### src/rtl/xs_result_serializer.sv
// xs_result_serializer
// Buffers 8-bit result words in a small FIFO and sends each one as a framed
// serial word: start bit (0), 8 data bits MSB first, optional even-parity
// bit, stop bit (1). Every bit is held for CLKS_PER_BIT clock cycles.
// Optional feature macro: XS_SER_PARITY_EN (adds the PARITY bit, 11-bit frame);
// without it the frame is 10 bits.
module xs_result_serializer #(
  parameter int DEPTH        = 4,
  parameter int CLKS_PER_BIT = 4
) (
  input  logic       clk,
  input  logic       rst_n,
  input  logic [7:0] in_data,
  input  logic       in_valid,
  output logic       in_ready,
  output logic       ser_out,
  output logic       ser_frame,
  output logic [3:0] fifo_count,
  output logic       err_drop
);

  localparam int         PTR_W    = (DEPTH > 1) ? $clog2(DEPTH) : 1;
  localparam logic [3:0] DEPTH_C  = 4'(DEPTH);
  localparam logic [7:0] BIT_LAST = 8'(CLKS_PER_BIT - 1);

`ifdef XS_SER_PARITY_EN
  typedef enum logic [2:0] {
    IDLE   = 3'd0,
    START  = 3'd1,
    DATA   = 3'd2,
    STOP   = 3'd3,
    PARITY = 3'd4
  } state_t;
`else
  typedef enum logic [2:0] {
    IDLE  = 3'd0,
    START = 3'd1,
    DATA  = 3'd2,
    STOP  = 3'd3
  } state_t;
`endif

  // Even parity over a data word.
  function automatic logic even_parity(input logic [7:0] w);
    return ^w;
  endfunction

  // Rotate left by one. Rotating (rather than shifting) keeps the original
  // word recoverable after 8 bits, so the parity bit needs no extra storage.
  function automatic logic [7:0] rotl8(input logic [7:0] w);
    return {w[6:0], w[7]};
  endfunction

  // FIFO storage and control
  logic [7:0]       fifo_mem_q [DEPTH];
  logic [PTR_W-1:0] wr_ptr_q, wr_ptr_d;
  logic [PTR_W-1:0] rd_ptr_q, rd_ptr_d;
  logic [3:0]       count_q, count_d;
  logic             err_drop_q, err_drop_d;
  logic             push;
  logic             drop;
  logic             pop;
  logic [7:0]       head;

  // Serializer state
  state_t     state_q, state_d;
  logic [7:0] bit_cnt_q, bit_cnt_d;
  logic [2:0] bit_idx_q, bit_idx_d;
  logic [7:0] shift_q, shift_d;
  logic       ser_out_q, ser_out_d;
  logic       ser_frame_q, ser_frame_d;
  logic       bit_done;

  // Full is the only back-pressure condition; a full FIFO never accepts,
  // even when the serializer pops on the same edge.
  assign in_ready = (count_q != DEPTH_C);
  assign push     = in_valid & in_ready;
  assign drop     = in_valid & ~in_ready;
  assign head     = fifo_mem_q[rd_ptr_q];
  assign bit_done = (bit_cnt_q == BIT_LAST);

  assign ser_out    = ser_out_q;
  assign ser_frame  = ser_frame_q;
  assign fifo_count = count_q;
  assign err_drop   = err_drop_q;

  // Word storage: written on accepted pushes only, never reset.
  always_ff @(posedge clk) begin
    if (push) begin
      fifo_mem_q[wr_ptr_q] <= in_data;
    end
  end

  // FIFO pointer, occupancy and sticky drop-flag next-state.
  always_comb begin
    wr_ptr_d   = wr_ptr_q;
    rd_ptr_d   = rd_ptr_q;
    count_d    = count_q;
    err_drop_d = err_drop_q | drop;
    if (push) begin
      wr_ptr_d = wr_ptr_q + PTR_W'(1);
    end
    if (pop) begin
      rd_ptr_d = rd_ptr_q + PTR_W'(1);
    end
    case ({push, pop})
      2'b10:   count_d = count_q + 4'd1;
      2'b01:   count_d = count_q - 4'd1;
      default: count_d = count_q;
    endcase
  end

  // Frame sequencing: bit-period timing, bit index and head-of-FIFO pops.
  always_comb begin
    state_d   = state_q;
    bit_cnt_d = bit_cnt_q + 8'd1;
    bit_idx_d = bit_idx_q;
    shift_d   = shift_q;
    pop       = 1'b0;
    case (state_q)
      IDLE: begin
        bit_cnt_d = '0;
        if (count_q != 4'd0) begin
          pop     = 1'b1;
          shift_d = head;
          state_d = START;
        end
      end
      START: begin
        if (bit_done) begin
          bit_cnt_d = '0;
          bit_idx_d = '0;
          state_d   = DATA;
        end
      end
      DATA: begin
        if (bit_done) begin
          bit_cnt_d = '0;
          shift_d   = rotl8(shift_q);
          if (bit_idx_q == 3'd7) begin
`ifdef XS_SER_PARITY_EN
            state_d = PARITY;
`else
            state_d = STOP;
`endif
          end else begin
            bit_idx_d = bit_idx_q + 3'd1;
          end
        end
      end
`ifdef XS_SER_PARITY_EN
      PARITY: begin
        if (bit_done) begin
          bit_cnt_d = '0;
          state_d   = STOP;
        end
      end
`endif
      STOP: begin
        if (bit_done) begin
          bit_cnt_d = '0;
          // Chain straight into the next frame so queued words go out
          // without an idle bit between them.
          if (count_q != 4'd0) begin
            pop     = 1'b1;
            shift_d = head;
            state_d = START;
          end else begin
            state_d = IDLE;
          end
        end
      end
      default: begin
        bit_cnt_d = '0;
        state_d   = IDLE;
      end
    endcase
  end

  // Line outputs decoded from the next state so they are registered
  // together with the state they belong to.
  always_comb begin
    ser_out_d   = 1'b1;
    ser_frame_d = 1'b1;
    case (state_d)
      IDLE:    ser_frame_d = 1'b0;
      START:   ser_out_d   = 1'b0;
      DATA:    ser_out_d   = shift_d[7];
`ifdef XS_SER_PARITY_EN
      PARITY:  ser_out_d   = even_parity(shift_d);
`endif
      STOP:    ser_out_d   = 1'b1;
      default: ser_frame_d = 1'b0;
    endcase
  end

  // State registers; reset aborts any frame and empties the FIFO.
  always_ff @(posedge clk) begin
    if (!rst_n) begin
      wr_ptr_q    <= '0;
      rd_ptr_q    <= '0;
      count_q     <= '0;
      err_drop_q  <= 1'b0;
      state_q     <= IDLE;
      bit_cnt_q   <= '0;
      bit_idx_q   <= '0;
      shift_q     <= '0;
      ser_out_q   <= 1'b1;
      ser_frame_q <= 1'b0;
    end else begin
      wr_ptr_q    <= wr_ptr_d;
      rd_ptr_q    <= rd_ptr_d;
      count_q     <= count_d;
      err_drop_q  <= err_drop_d;
      state_q     <= state_d;
      bit_cnt_q   <= bit_cnt_d;
      bit_idx_q   <= bit_idx_d;
      shift_q     <= shift_d;
      ser_out_q   <= ser_out_d;
      ser_frame_q <= ser_frame_d;
    end
  end

endmodule

### config.mk
export PLATFORM = sky130hd
export DESIGN_NAME = xs_result_serializer
export DESIGN_NICKNAME = d
export VERILOG_FILES = /design/src/rtl/xs_result_serializer.sv
export SDC_FILE = /design/constraint.sdc
export NUM_CORES = 1
export LEC_CHECK = 0
export CAP_MARGIN = 20
export CORE_UTILIZATION = 35
export CTS_CLUSTER_DIAMETER = 200
export DETAILED_ROUTE_END_ITERATION = 8
export GPL_TIMING_DRIVEN = 0
export PLACE_DENSITY_LB_ADDON = 0.05
export SLEW_MARGIN = 20
export SYNTH_ARGS = -nofsm -noshare
export SYNTH_HDL_FRONTEND = slang
export SYNTH_SLANG_ARGS = --single-unit
### constraint.sdc
create_clock -name clk -period 6.7 [get_ports clk]
set_input_delay 2.01 -clock clk [delete_from_list [all_inputs] [get_ports clk]]
set_output_delay 2.01 -clock clk [all_outputs]
set_load 0.005 [all_outputs]
; Word-level counts from Yosys, hierarchy flattened
; Memories as Yosys holds them, arrays and structs flattened. A register that Yosys moved wholly into a read port is not among the register bits.
; Cells that the tools add are included.
[op_classes]
add_sub_neg = 6
multipliers = 0
div_mod_pow = 0
n_lt_le_gt_ge = 0
eq_ne = 15
shift = 0
n_mux = 25
n_bitwise = 6
reduce_logical = 10
[op_table]
columns = operator, count
row1 = 3-bit 2-to-1 mux, 8
row2 = 8-bit 2-to-1 mux, 3
row3 = 8-bit case mux with 3 select lines, 1
row4 = "3-bit by 2-bit equality test with 1-bit output, second input constant", 4
row5 = 3-bit case mux with 4 select lines, 1
row6 = 3-bit OR reduction, 3
row7 = "8-bit by 1-bit adder with 8-bit output, second input constant", 1
row8 = "8-bit by 2-bit equality test with 1-bit output, second input constant", 1
row9 = "2-bit inequality test, second input constant", 4
row10 = 4-bit case mux with 2 select lines, 1
row11 = "3-bit by 1-bit equality test with 1-bit output, second input constant", 2
row12 = 1-bit 2-to-1 mux, 6
row13 = 3-bit case mux with 2 select lines, 1
row14 = "2-bit by 1-bit adder with 2-bit output, second input constant", 2
row15 = "4-bit by 1-bit adder with 4-bit output, second input constant", 1
row16 = 2-bit 2-to-1 mux, 2
row17 = "4-bit by 3-bit inequality test with 1-bit output, second input constant", 1
row18 = 1-bit case mux with 2 select lines, 2
row19 = 4-bit AND reduction, 1
row20 = 2-bit nonzero test, 2
row21 = 4-bit nonzero test, 1
row22 = "4-bit by 1-bit subtractor with 4-bit output, second input constant", 1
row23 = "3-bit by 1-bit adder with 3-bit output, second input constant", 1
row24 = "3-bit equality test, second input constant", 1
row25 = other kinds (8), 11
[word_totals]
register_bits = 33
latch_bits = 0
ram_bits = 32
romBits = 0
elab_cells = 74
mem_count = 1
[memory_table]
columns = name, words, word_bits, rd, rd_ports_with_merged_regs, write_ports, line_no
row1 = fifo_mem_q, 4, 8, 1, 1, 1, 55  ; logic [7:0] fifo_mem_q [DEPTH];

; Longest topological paths before layout
; Gate-level depths: netlist of run 1.
[depth]
word_depth = 7
depth_mapped = 12
depth_no_buf = 11

; Worst setup path after synthesis of run 1
; No wires, ideal clock.
[synth_path]
path_type = in2reg
from = in in_valid
to = reg count_q[2] (netlist: fifo_count[2])
setup_ps = 76
arrival_time_ps = 3444
t_required_ps = 6624
setup_slack_ps = 3180
cell_stages = 9
n_path_buf = 0
cell_sequence = and2_1 inv_1 ha_1 xor2_1 ha_1 a21oi_1 xor2_1 or3_1 a21boi_0
[synth_via]
elab_chain_cells = 3
elab_cells_between_ends = 5
cone_classes = 2 x eq/ne / 1 x mux / 1 x bitwise / 1 x reduce/logical
[synth_rtl]
columns = element, line_no
row1 = "start, declared", 14  ; input logic in_valid,
row2 = 1-bit AND (*), 77  ; assign push = in_valid & in_ready;
row3 = 2-bit by 1-bit equality test with 1-bit output or 2-bit equality test (tied branches), 106  ; case ({push, pop})
row4 = 4-bit case mux with 2 select lines or 2-bit nonzero test (tied branches), -
row5 = "end signal, assigned", 213  ; count_q <= count_d;
row6 = "end, declared", 58  ; logic [3:0] count_q, count_d;
; Mark *: on every way between the ends. The rest lies on a longest branch, timed or not.
; A chain may end at the register's enable or synchronous reset.

; Final worst setup path of run 1
; Same ends and word-level chain as after synthesis.

==> results_dict.tcl, run 1 <==
set metrics [dict create \
    max_stage_delay_ps 550 \
    synthFlopType "dfxtp_1" \
    ys_async_sr_fraction 0 \
    die_h_microns 95.6 \
    antenna_found_initial 0 \
    initial_core_util 0.367 \
    num_rows 33 \
    dp.cells 390 \
    synth_top_family_by_area "simple AND/OR/NAND/NOR gates" \
    post_dp_cell_area_sq_um 3380 \
    holdCritStartpoint "bit_cnt_q[0]" \
    core_sq_um 8340 \
    clockRootBuffer "clkbuf_8" \
    synthXorXnorAreaFrac 0.0425 \
    ioPinCount 19 \
    synth_compound_area_frac 0.0919 \
    cp_cell_sequence "clkdlybuf4s50_1 -> and2_1 -> inv_1 -> ha_1 -> xor2_1 -> ha_1 -> a21oi_1 -> xor2_1 -> or3_1 -> a21boi_0" \
    die_x_microns 95.6 \
    avgSynthCellArea_sq_um 11.5 \
    status "complete, no violations" \
    globalplace.congestion 0.713 \
    cts_hold_buf 0 \
    drcViolationCount 0 \
    relSlewSlack 0.644 \
    whs_path_depth 1 \
    hold_violations 0 \
    dr.first_iter.drc_count 80 \
    grt_pass1_wl_microns 9740 \
    grt_remaining_overflow 0 \
    period_minus_slack_ps 3860 \
    grt_max_degree 13 \
    syn2layout_area_growth_pct 16.2 \
    finalCritPeriodShare 0.576 \
    yosys.area_share.simple 0.188 \
    min_path_type "flop to flop" \
    rrSetupSlack_ps 3590 \
    grt_usage 0.146 \
    stdcell_count 406 \
    post_cts.repair.setup_buffers 0 \
    finish.instance_area_sq_um 3560 \
    synth_cell_types 50 \
    io_buffers 18 \
    cp_slowest_cell "clkdlybuf4s50_1" \
    arrival_ps 4140 \
    synth_top_area_share 0.314 \
    cts.repair.resized 0 \
    max-vdd-ir-drop_v 0.000207 \
    clock_latency_ps 350 \
    cp.required_ps 6980 \
    synth_warnings 0 \
    dieArea_sq_um 9130 \
    clk_pin_slew_ps 80 \
    critPathKind "input port to flop" \
    final.setup.tns_ps 0 \
    reg2regPathDepth 11 \
    synth_area_leaders "edfxtp_1 31%, dfxtp_1 23%, mux4_2 5.9%" \
    cts_tree "yes" \
    worst_slew_pin_slew_ps 530 \
    fmax_mhz 259 \
    nNetsFinal 317 \
    setup_viol 0 \
    netlist_area_sq_um 3060 \
    synth_fp_nets 288 \
    synth-seq-cells 67 \
    layout-drive-gt1-share 0.103 \
    routed_wl_microns 5920 \
    ant_nets 0 \
    cts_buffer_depth 2 \
    synth_edf_count 32 \
    synth-adder-area-share 0.0408 \
    power_density_nw_per_um2 358 \
    diodes 0 \
    start_kind "input port" \
    cts.sinks 67 \
    cts.htree.levels 3 \
    r2r_end "fifo_count[2]" \
    first_global_vias 1956 \
    drtPass1Iterations 4 \
    critPathCaptureType "flop" \
    hpwl_microns 4050 \
    path_max_fanout 6 \
    hold_end "bit_cnt_q[0]" \
    max_cap_viol_count 0 \
    synth_top_area_cell "edfxtp_1" \
    synth.yosys.seq_area_share 0.542 \
    numCtsBuffers 9 \
    vias 2025 \
    maxSlewViolCount 0 \
    leakage_nw 1.27 \
    syn_inst 267 \
    skew_ps 12.0 \
    synthMuxAreaShare 0.0686 \
    r2r_start "bit_cnt_q[0]" \
    wl_per_cell_microns 14.6 \
    rsz0062_at_grt "no" \
    p_total_w 0.00128 \
    vias_per_cell 4.99 \
]
cell usage in the layout, fill, tap and decap left out, drive strengths merged, types with 2 or more instances in the layout:
| master | count |
|---|---|
| a211o | 3 |
| a21boi | 3 |
| a21oi | 14 |
| a22oi | 2 |
| a31oi | 2 |
| and2 | 10 |
| and3 | 9 |
| buf | 4 |
| clkbuf | 18 |
| clkdlybuf4s50 | 18 |
| clkinv | 3 |
| clkinvlp | 2 |
| dfxtp | 35 |
| edfxtp | 32 |
| ha | 10 |
| inv | 7 |
| mux2i | 3 |
| mux4 | 8 |
| nand2 | 19 |
| nand3 | 21 |
| nor2 | 17 |
| nor2b | 8 |
| nor3 | 3 |
| nor3b | 2 |
| nor4 | 2 |
| o211ai | 4 |
| o21ai | 9 |
| or3 | 2 |
| or4b | 2 |
| xnor2 | 5 |
| xor2 | 9 |
worst max-delay path by stage:
| stage | cells after the start | slack [ps] | end | startpoint |
|---|---|---|---|---|
| 2_1_floorplan | 9 | 3180 | fifo_count[2] | in_valid |
| 3_3_place_gp | 10 | 2440 | fifo_count[2] | in_valid |
| 3_5_place_dp | 10 | 2470 | fifo_count[2] | in_valid |
| 4_1_cts | 10 | 2850 | fifo_count[2] | in_valid |
| 5_1_grt | 10 | 2570 | fifo_count[2] | in_valid |
| 6_report | 10 | 2840 | fifo_count[2] | in_valid |
metrics by stage:
| step | setup slack, ps | hold WS (ps) | utilization |
|---|---|---|---|
| after global placement | 2440 | 463 | 0.405 |
| after detailed placement | 2470 | 471 | 0.405 |
| final | 2840 | 483 | 0.427 |
| after global routing | 2570 | 508 | 0.427 |
| after CTS | 2850 | 488 | 0.427 |
| after floorplan | 3180 | 438 | - |
cell type report:
cell class,count,area [sq um]
fill,807,4780
sequential,67,1660
multi-input combinational,181,1330
timing repair buffer,18,180
tap,105,131
clock buffer,10,128
clock inverter,6,57.6
buffer,12,48.8
inverter,7,26.3
synth_stat cells (3+ instances only):
cell / number
a211o_1: 3
a21oi_1: 14
and2_1: 9
and3_1: 9
buf_2: 3
clkbuf_1: 8
dfxtp_1: 35
edfxtp_1: 32
ha_1: 10
inv_1: 7
mux2i_1: 3
mux4_2: 8
nand2_1: 19
nand3_1: 21
nor2_1: 17
nor2b_1: 8
o211ai_1: 4
o21ai_0: 7
xnor2_1: 5
xor2_1: 8
sequential cells by signal, indices dropped and copies added (netlist names), named ones only:
name	count
ser_out	1
wr_ptr_q	2
bit_cnt_q	8
fifo_count	4
bit_idx_q	3
fifo_mem_q	32
shift_q	8
ser_frame	1
rd_ptr_q	2
err_drop	1
state_q	3
worst max-delay path, delay by kind of cell:
| family | cells | cell delay (ps) |
|---|---|---|
| buffers and inverters | 2 | 640 |
| AO/OA/AOI/OAI | 2 | 290 |
| adder cells (fa/ha/maj) | 2 | 450 |
| AND/OR/NAND/NOR | 2 | 500 |
| XOR/XNOR | 2 | 260 |
layer usage:
layer / track usage / share of wire / vias up
met4: 0.0597 / 0.012 / 0
met1: 0.189 / 0.49 / 964
met5: 0 / 0 / -
li1: - / - / 1026
met2: 0.225 / 0.45 / 28
met3: 0.0478 / 0.042 / 7
cells by family after synthesis:
group                    Yosys count
buffers and inverters             19
flip-flops                        67
XOR/XNOR                          14
multiplexers                      11
adder cells (fa/ha/maj)           10
AO/OA/AOI/OAI                     43
AND/OR/NAND/NOR                  102
other                              1
power breakdown:
part,internal [W],switching [W],total [W]
logic,0.000200,0.000225,0.000425
clock network,0.000169,0.000153,0.000321
registers,0.000493,0.0000362,0.000529
(Power assumes the default switching activity.)
==> inputs of run 2 (changes only) <==
==> constraint.sdc (replaced) <==
create_clock -name clk -period 3.2 [get_ports clk]
set_input_delay 0.96 -clock clk [delete_from_list [all_inputs] [get_ports clk]]
set_output_delay 0.96 -clock clk [all_outputs]
set_load 0.005 [all_outputs]
==> run 2 against run 1 <==
  * Via count barely moved
  * Combinational power rose by 110%
  * Routed wire length rose by 0.17%
  * Register-to-register slack got worse by 3300 ps
  * Critical endpoint unchanged
  * Largest cell class unchanged
  * Largest power group unchanged
==> results_dict.tcl, run 2 (synthesis results as in run 1) <==
set metrics [dict create \
    status "complete, no violations" \
    startpoint "bit_cnt_q[0]" \
    maxSlewViolCount 0 \
    r2r_start "bit_cnt_q[0]" \
    min_path_type "flop to flop" \
    wl_per_cell_microns 14.6 \
    setup_viol 0 \
    drcViolationCount 0 \
    vias 2026 \
    die_h_microns 95.6 \
    hpwl_microns 4050 \
    max_cap_viol_count 0 \
    period_minus_slack_ps 2930 \
    dr.first_iter.drc_count 90 \
    r2r_end "fifo_count[2]" \
    grt_pass1_wl_microns 9740 \
    antenna_found_initial 0 \
    path_common_cell "xor2_1" \
    arrival_ps 3220 \
    worst_slew_pin_slew_ps 531 \
    ioPinCount 19 \
    fmax_mhz 341 \
    largest_reg_flops 32 \
    critPathKind "flop to flop" \
    core_sq_um 8340 \
    die_x_microns 95.6 \
    grt_remaining_overflow 0 \
    cts.sinks 67 \
    cp.required_ps 3480 \
    diodes 0 \
    vias_per_cell 4.98 \
    cts_tree "yes" \
    cp_cell_sequence "ha_4 -> or4b_4 -> o31ai_4 -> and2_4 -> ha_2 -> xor2_1 -> ha_1 -> a21oi_1 -> xor2_1 -> or3_1 -> a21boi_0" \
    regMostFlops "fifo_mem_q" \
    dieArea_sq_um 9130 \
    clock_latency_ps 350 \
    first_global_vias 1956 \
    grt_usage 0.146 \
    clockRootBuffer "clkbuf_8" \
    cts_buffer_depth 2 \
    ant_nets 0 \
    finalCritPeriodShare 0.917 \
    max_stage_delay_ps 490 \
    max-vdd-ir-drop_v 0.000434 \
    reg2regPathDepth 11 \
    rrSetupSlack_ps 270 \
    layout-drive-gt1-share 0.113 \
    initial_core_util 0.367 \
    hold_violations 0 \
    final_cell_mix "35 x dfxtp_1, 32 x edfxtp_1, 21 x nand3_1, 19 x nand2_1, 18 x clkdlybuf4s50_1" \
    cp_slowest_cell "or4b_4" \
    skew_ps 12.7 \
    relSlewSlack 0.643 \
    routed_wl_microns 5930 \
    fin_util 0.430 \
    p_total_w 0.00268 \
    power_density_nw_per_um2 748 \
    post_dp_cell_area_sq_um 3380 \
    rsz0062_at_grt "no" \
    worstSetupEndpoint "fifo_count[2]" \
    grt_max_degree 13 \
    syn2layout_area_growth_pct 16.9 \
    nNetsFinal 318 \
    final_common_cell "dfxtp_1" \
    finish.instance_area_sq_um 3580 \
    drtPass1Iterations 4 \
    critPathCaptureType "flop" \
    clk_pin_slew_ps 80 \
    path_max_fanout 5 \
    cts.htree.levels 3 \
    globalplace.congestion 0.713 \
    hold_ws_ps 501 \
    start_kind "flop" \
    leakage_nw 1.27 \
    numCtsBuffers 9 \
    reg_top3 "fifo_mem_q x32, bit_cnt_q x8, shift_q x8" \
    num_rows 33 \
    io_buffers 18 \
]
[run 2: cell types whose count changed in the layout (fill, tap and decap cells not counted)]
cell / change
ha_1: -2
ha_4: +1
ha_2: +1
buf_4: +1
[run 2: final cells by class]
cell class | instances | area, sq um
fillers | 805 | 4760
flip-flops and latches | 67 | 1660
multi-input cells | 181 | 1340
repair buffers | 19 | 188
well taps | 105 | 131
clock buffers | 10 | 128
clock inverters | 6 | 57.6
plain buffers | 12 | 48.8
inverters | 7 | 26.3
[run 2: per-layer routing]
metal	global-route usage	vias up	share of wire
met5	0	-	0
met4	0.0597	0	0.012
met3	0.0478	8	0.039
met2	0.225	29	0.46
met1	0.189	959	0.49
li1	-	1030	-
[run 2: what timing repair did]
item	CTS	global route
hold buffers	0	0
gates resized for setup	0	3
setup buffers	0	1
setup endpoints to repair	0	1
[run 2: where the power goes]
group / leakage [nW] / internal (W) / switching (W) / total (W)
clock network: 0.0874 / 0.000353 / 0.000321 / 0.000674
registers: 0.579 / 0.00103 / 0.0000762 / 0.00111
logic: 0.607 / 0.000424 / 0.000473 / 0.000897
total: 1.27 / 0.00181 / 0.000870 / 0.00268
[run 2: worst min-delay path by stage]
stage                     depth (start not counted)            to  slack (ps)          from
after floorplan                                   1  bit_cnt_q[0]         440  bit_cnt_q[0]
after global placement                            1  bit_cnt_q[0]         460  bit_cnt_q[0]
after detailed placement                          1  bit_cnt_q[0]         470  bit_cnt_q[0]
after CTS                                         1  bit_cnt_q[0]         490  bit_cnt_q[0]
after global routing                              2   wr_ptr_q[1]         530   wr_ptr_q[1]
final                                             1    shift_q[3]         500    shift_q[3]
[run 2: stage by stage]
stage	setup slack [ps]	instances	setup TNS, ps
floorplan	441	267	0
global placement	-5.73	390	-5.73
detailed placement	18.5	390	0
CTS	66.7	406	0
global route	15.1	407	0
finish	267	407	0
[run 2: worst max-delay path, delay by kind of cell (launching register included)]
kind	cells	cell delay, ps
compound gates	3	490
xor+xnor	2	310
fa+ha+maj	3	590
flops	1	440
simple gates	3	1040
==> inputs of run 3 (changes only) <==
--- a/config.mk
+++ b/config.mk
@@ -9,6 +9,7 @@
 export CORE_UTILIZATION = 35
 export CTS_CLUSTER_DIAMETER = 200
 export DETAILED_ROUTE_END_ITERATION = 8
+export DONT_BUFFER_PORTS = 1
 export GPL_TIMING_DRIVEN = 0
 export PLACE_DENSITY_LB_ADDON = 0.05
 export SLEW_MARGIN = 20
==> run 3 against run 2 <==
  * Cell count fell by 4.4%
  * Clock skew increased by 1.0 ps
  * Non-clock buffer count decreased by 18
  * Fmax grew 0.44%
  * Sequential share of layout area up 2.1 points
  * Utilization decreased by 1.9 points
  * Highest routed layer unchanged
  * Critical path depth unchanged
  * Largest power group unchanged
  * Critical endpoint unchanged
  * Clock power grew 11%
  * Sequential cell count unchanged
  * Final area shrank 4.3%
  * Critical path type unchanged
==> results_dict.tcl, run 3 (synthesis results as in run 1) <==
set metrics [dict create \
    wl_per_cell_microns 15.4 \
    ioPinCount 19 \
    reg2regPathDepth 11 \
    arrival_ps 3180 \
    core_sq_um 8340 \
    numCtsBuffers 9 \
    largest_reg_flops 32 \
    globalplace.congestion 0.703 \
    grt_pass1_wl_microns 9730 \
    die_x_microns 95.6 \
    rrSetupSlack_ps 280 \
    period_minus_slack_ps 2920 \
    clockRootBuffer "clkbuf_8" \
    fmax_mhz 342 \
    final_common_cell "dfxtp_1" \
    num_rows 33 \
    skew_ps 13.7 \
    cts_hold_buf 0 \
    drtPass1Iterations 4 \
    grt_max_degree 12 \
    vias 1949 \
    dp.cells 372 \
    regMostFlops "fifo_mem_q" \
    cts_tree "yes" \
    critPathCaptureType "flop" \
    critPathKind "flop to flop" \
    final.setup.tns_ps 0 \
    timing.critical_path.buf_inv 0 \
    fillers 830 \
    routed_wl_microns 6000 \
    status "complete, no violations" \
    ant_nets 0 \
    holdCritStartpoint "bit_cnt_q[0]" \
    hold_violations 0 \
    r2r_end "fifo_count[2]" \
    relSlewSlack 0.626 \
    path_max_fanout 5 \
    dr.first_iter.drc_count 94 \
    power_density_nw_per_um2 783 \
    grt_usage 0.147 \
    cts.htree.levels 3 \
    worst_slew_pin_slew_ps 557 \
    hold_ws_ps 484 \
    finalCritPeriodShare 0.912 \
    drcViolationCount 0 \
    grt_remaining_overflow 0 \
    path_common_cell "xor2_1" \
    reg_top3 "fifo_mem_q x32, bit_cnt_q x8, shift_q x8" \
    first_global_vias 1959 \
    setup_viol 0 \
    max_cap_viol_count 0 \
    maxSlewViolCount 0 \
    leakage_nw 1.22 \
    start_kind "flop" \
    diodes 0 \
    syn2layout_area_growth_pct 11.9 \
    antenna_found_initial 0 \
    crit_family "simple AND/OR/NAND/NOR gates" \
    whs_path_depth 1 \
    cp_slowest_cell "or4b_4" \
    hpwl_microns 4080 \
    stdcell_count 389 \
    max-vdd-ir-drop_v 0.000316 \
    io_buffers 0 \
    hold_end "bit_cnt_q[0]" \
    clk_pin_slew_ps 80 \
    cp.required_ps 3460 \
    clock_latency_ps 340 \
    cts_buffer_depth 2 \
    nNetsFinal 300 \
    vias_per_cell 5.01 \
    initial_core_util 0.367 \
    die_h_microns 95.6 \
    max_stage_delay_ps 490 \
    layout-drive-gt1-share 0.127 \
    r2r_start "bit_cnt_q[1]" \
    min_path_type "flop to flop" \
    cts.sinks 67 \
    dieArea_sq_um 9130 \
    final_cell_mix "34 x dfxtp_1, 32 x edfxtp_1, 21 x nand3_1, 19 x nand2_1, 17 x nor2_1" \
    cp_cell_sequence "ha_4 -> or4b_4 -> o31ai_4 -> and2_4 -> ha_2 -> xor2_1 -> ha_1 -> a21oi_1 -> xor2_1 -> or3_1 -> a21boi_0" \
]
==> run 3: cell count changes in the layout (fill, tap and decap cells not counted), sizes merged <==
cell | before | now
clkdlybuf4s50 | 18 | 0
clkinv | 3 | 2
clkinvlp | 2 | 1
bufinv | 1 | 2
clkbuf | 18 | 19
==> run 3: how the worst max path moves through the flow <==
stage / start / endpoint / slack [ps] / cells after the start
final: bit_cnt_q[1] / fifo_count[2] / 280 / 11
after CTS: bit_cnt_q[0] / fifo_count[2] / 50 / 11
after detailed placement: bit_cnt_q[0] / fifo_count[2] / 110 / 11
after global placement: bit_cnt_q[0] / fifo_count[2] / 60 / 11
after global routing: bit_cnt_q[1] / fifo_count[2] / -10 / 11
after floorplan: bit_cnt_q[0] / fifo_count[2] / 440 / 11
==> run 3: routing by layer <==
metal | global-route usage | routed length (microns)
met1 | 0.189 | 2970
met2 | 0.223 | 2750
met3 | 0.0423 | 194
met4 | 0.0784 | 87
met5 | 0 | 0
==> run 3: cell type report <==
cell class                      instances  area [sq um]  area share
Buffer                                 12          48.8      0.0142
Sequential cell                        67          1660       0.485
Multi-Input combinational cell        181          1340       0.392
Inverter                                7          26.3     0.00766
Tap cell                              105           131      0.0383
Clock inverter                          5          77.6      0.0226
Clock buffer                           11           131      0.0383
Timing Repair Buffer                    1          7.51     0.00219
==> run 3: report_power, final <==
part,total [W],switching (W),internal [W]
logic,0.000817,0.000454,0.000363
clock network,0.000750,0.000313,0.000437
registers,0.00112,0.0000842,0.00103
total,0.00268,0.000852,0.00183
==> run 3: worst reg2reg max path: cells and delay by family (launching register included) <==
family                   cells  cell delay [ps]
adder cells (fa/ha/maj)      3              570
XOR/XNOR                     2              310
flip-flops                   1              410
AND/OR/NAND/NOR              3             1030
AO/OA/AOI/OAI                3              510
==> run 3: timing repair <==
item                       4_1_cts  5_1_grt
setup endpoints to repair        0        1
gates resized for setup          0        4
setup buffers                    0        1
==> run 3: per-stage QoR <==
step                instance area (sq um)   util  worst slack, ps  power [W]
detailed placement                   3200  0.383              111    0.00197
CTS                                  3400  0.408             50.6    0.00273
finish                               3430  0.411              280    0.00268
floorplan                            3060      -              441    0.00177
global route                         3430  0.411            -10.0    0.00289
global placement                     3200  0.383             62.3    0.00197
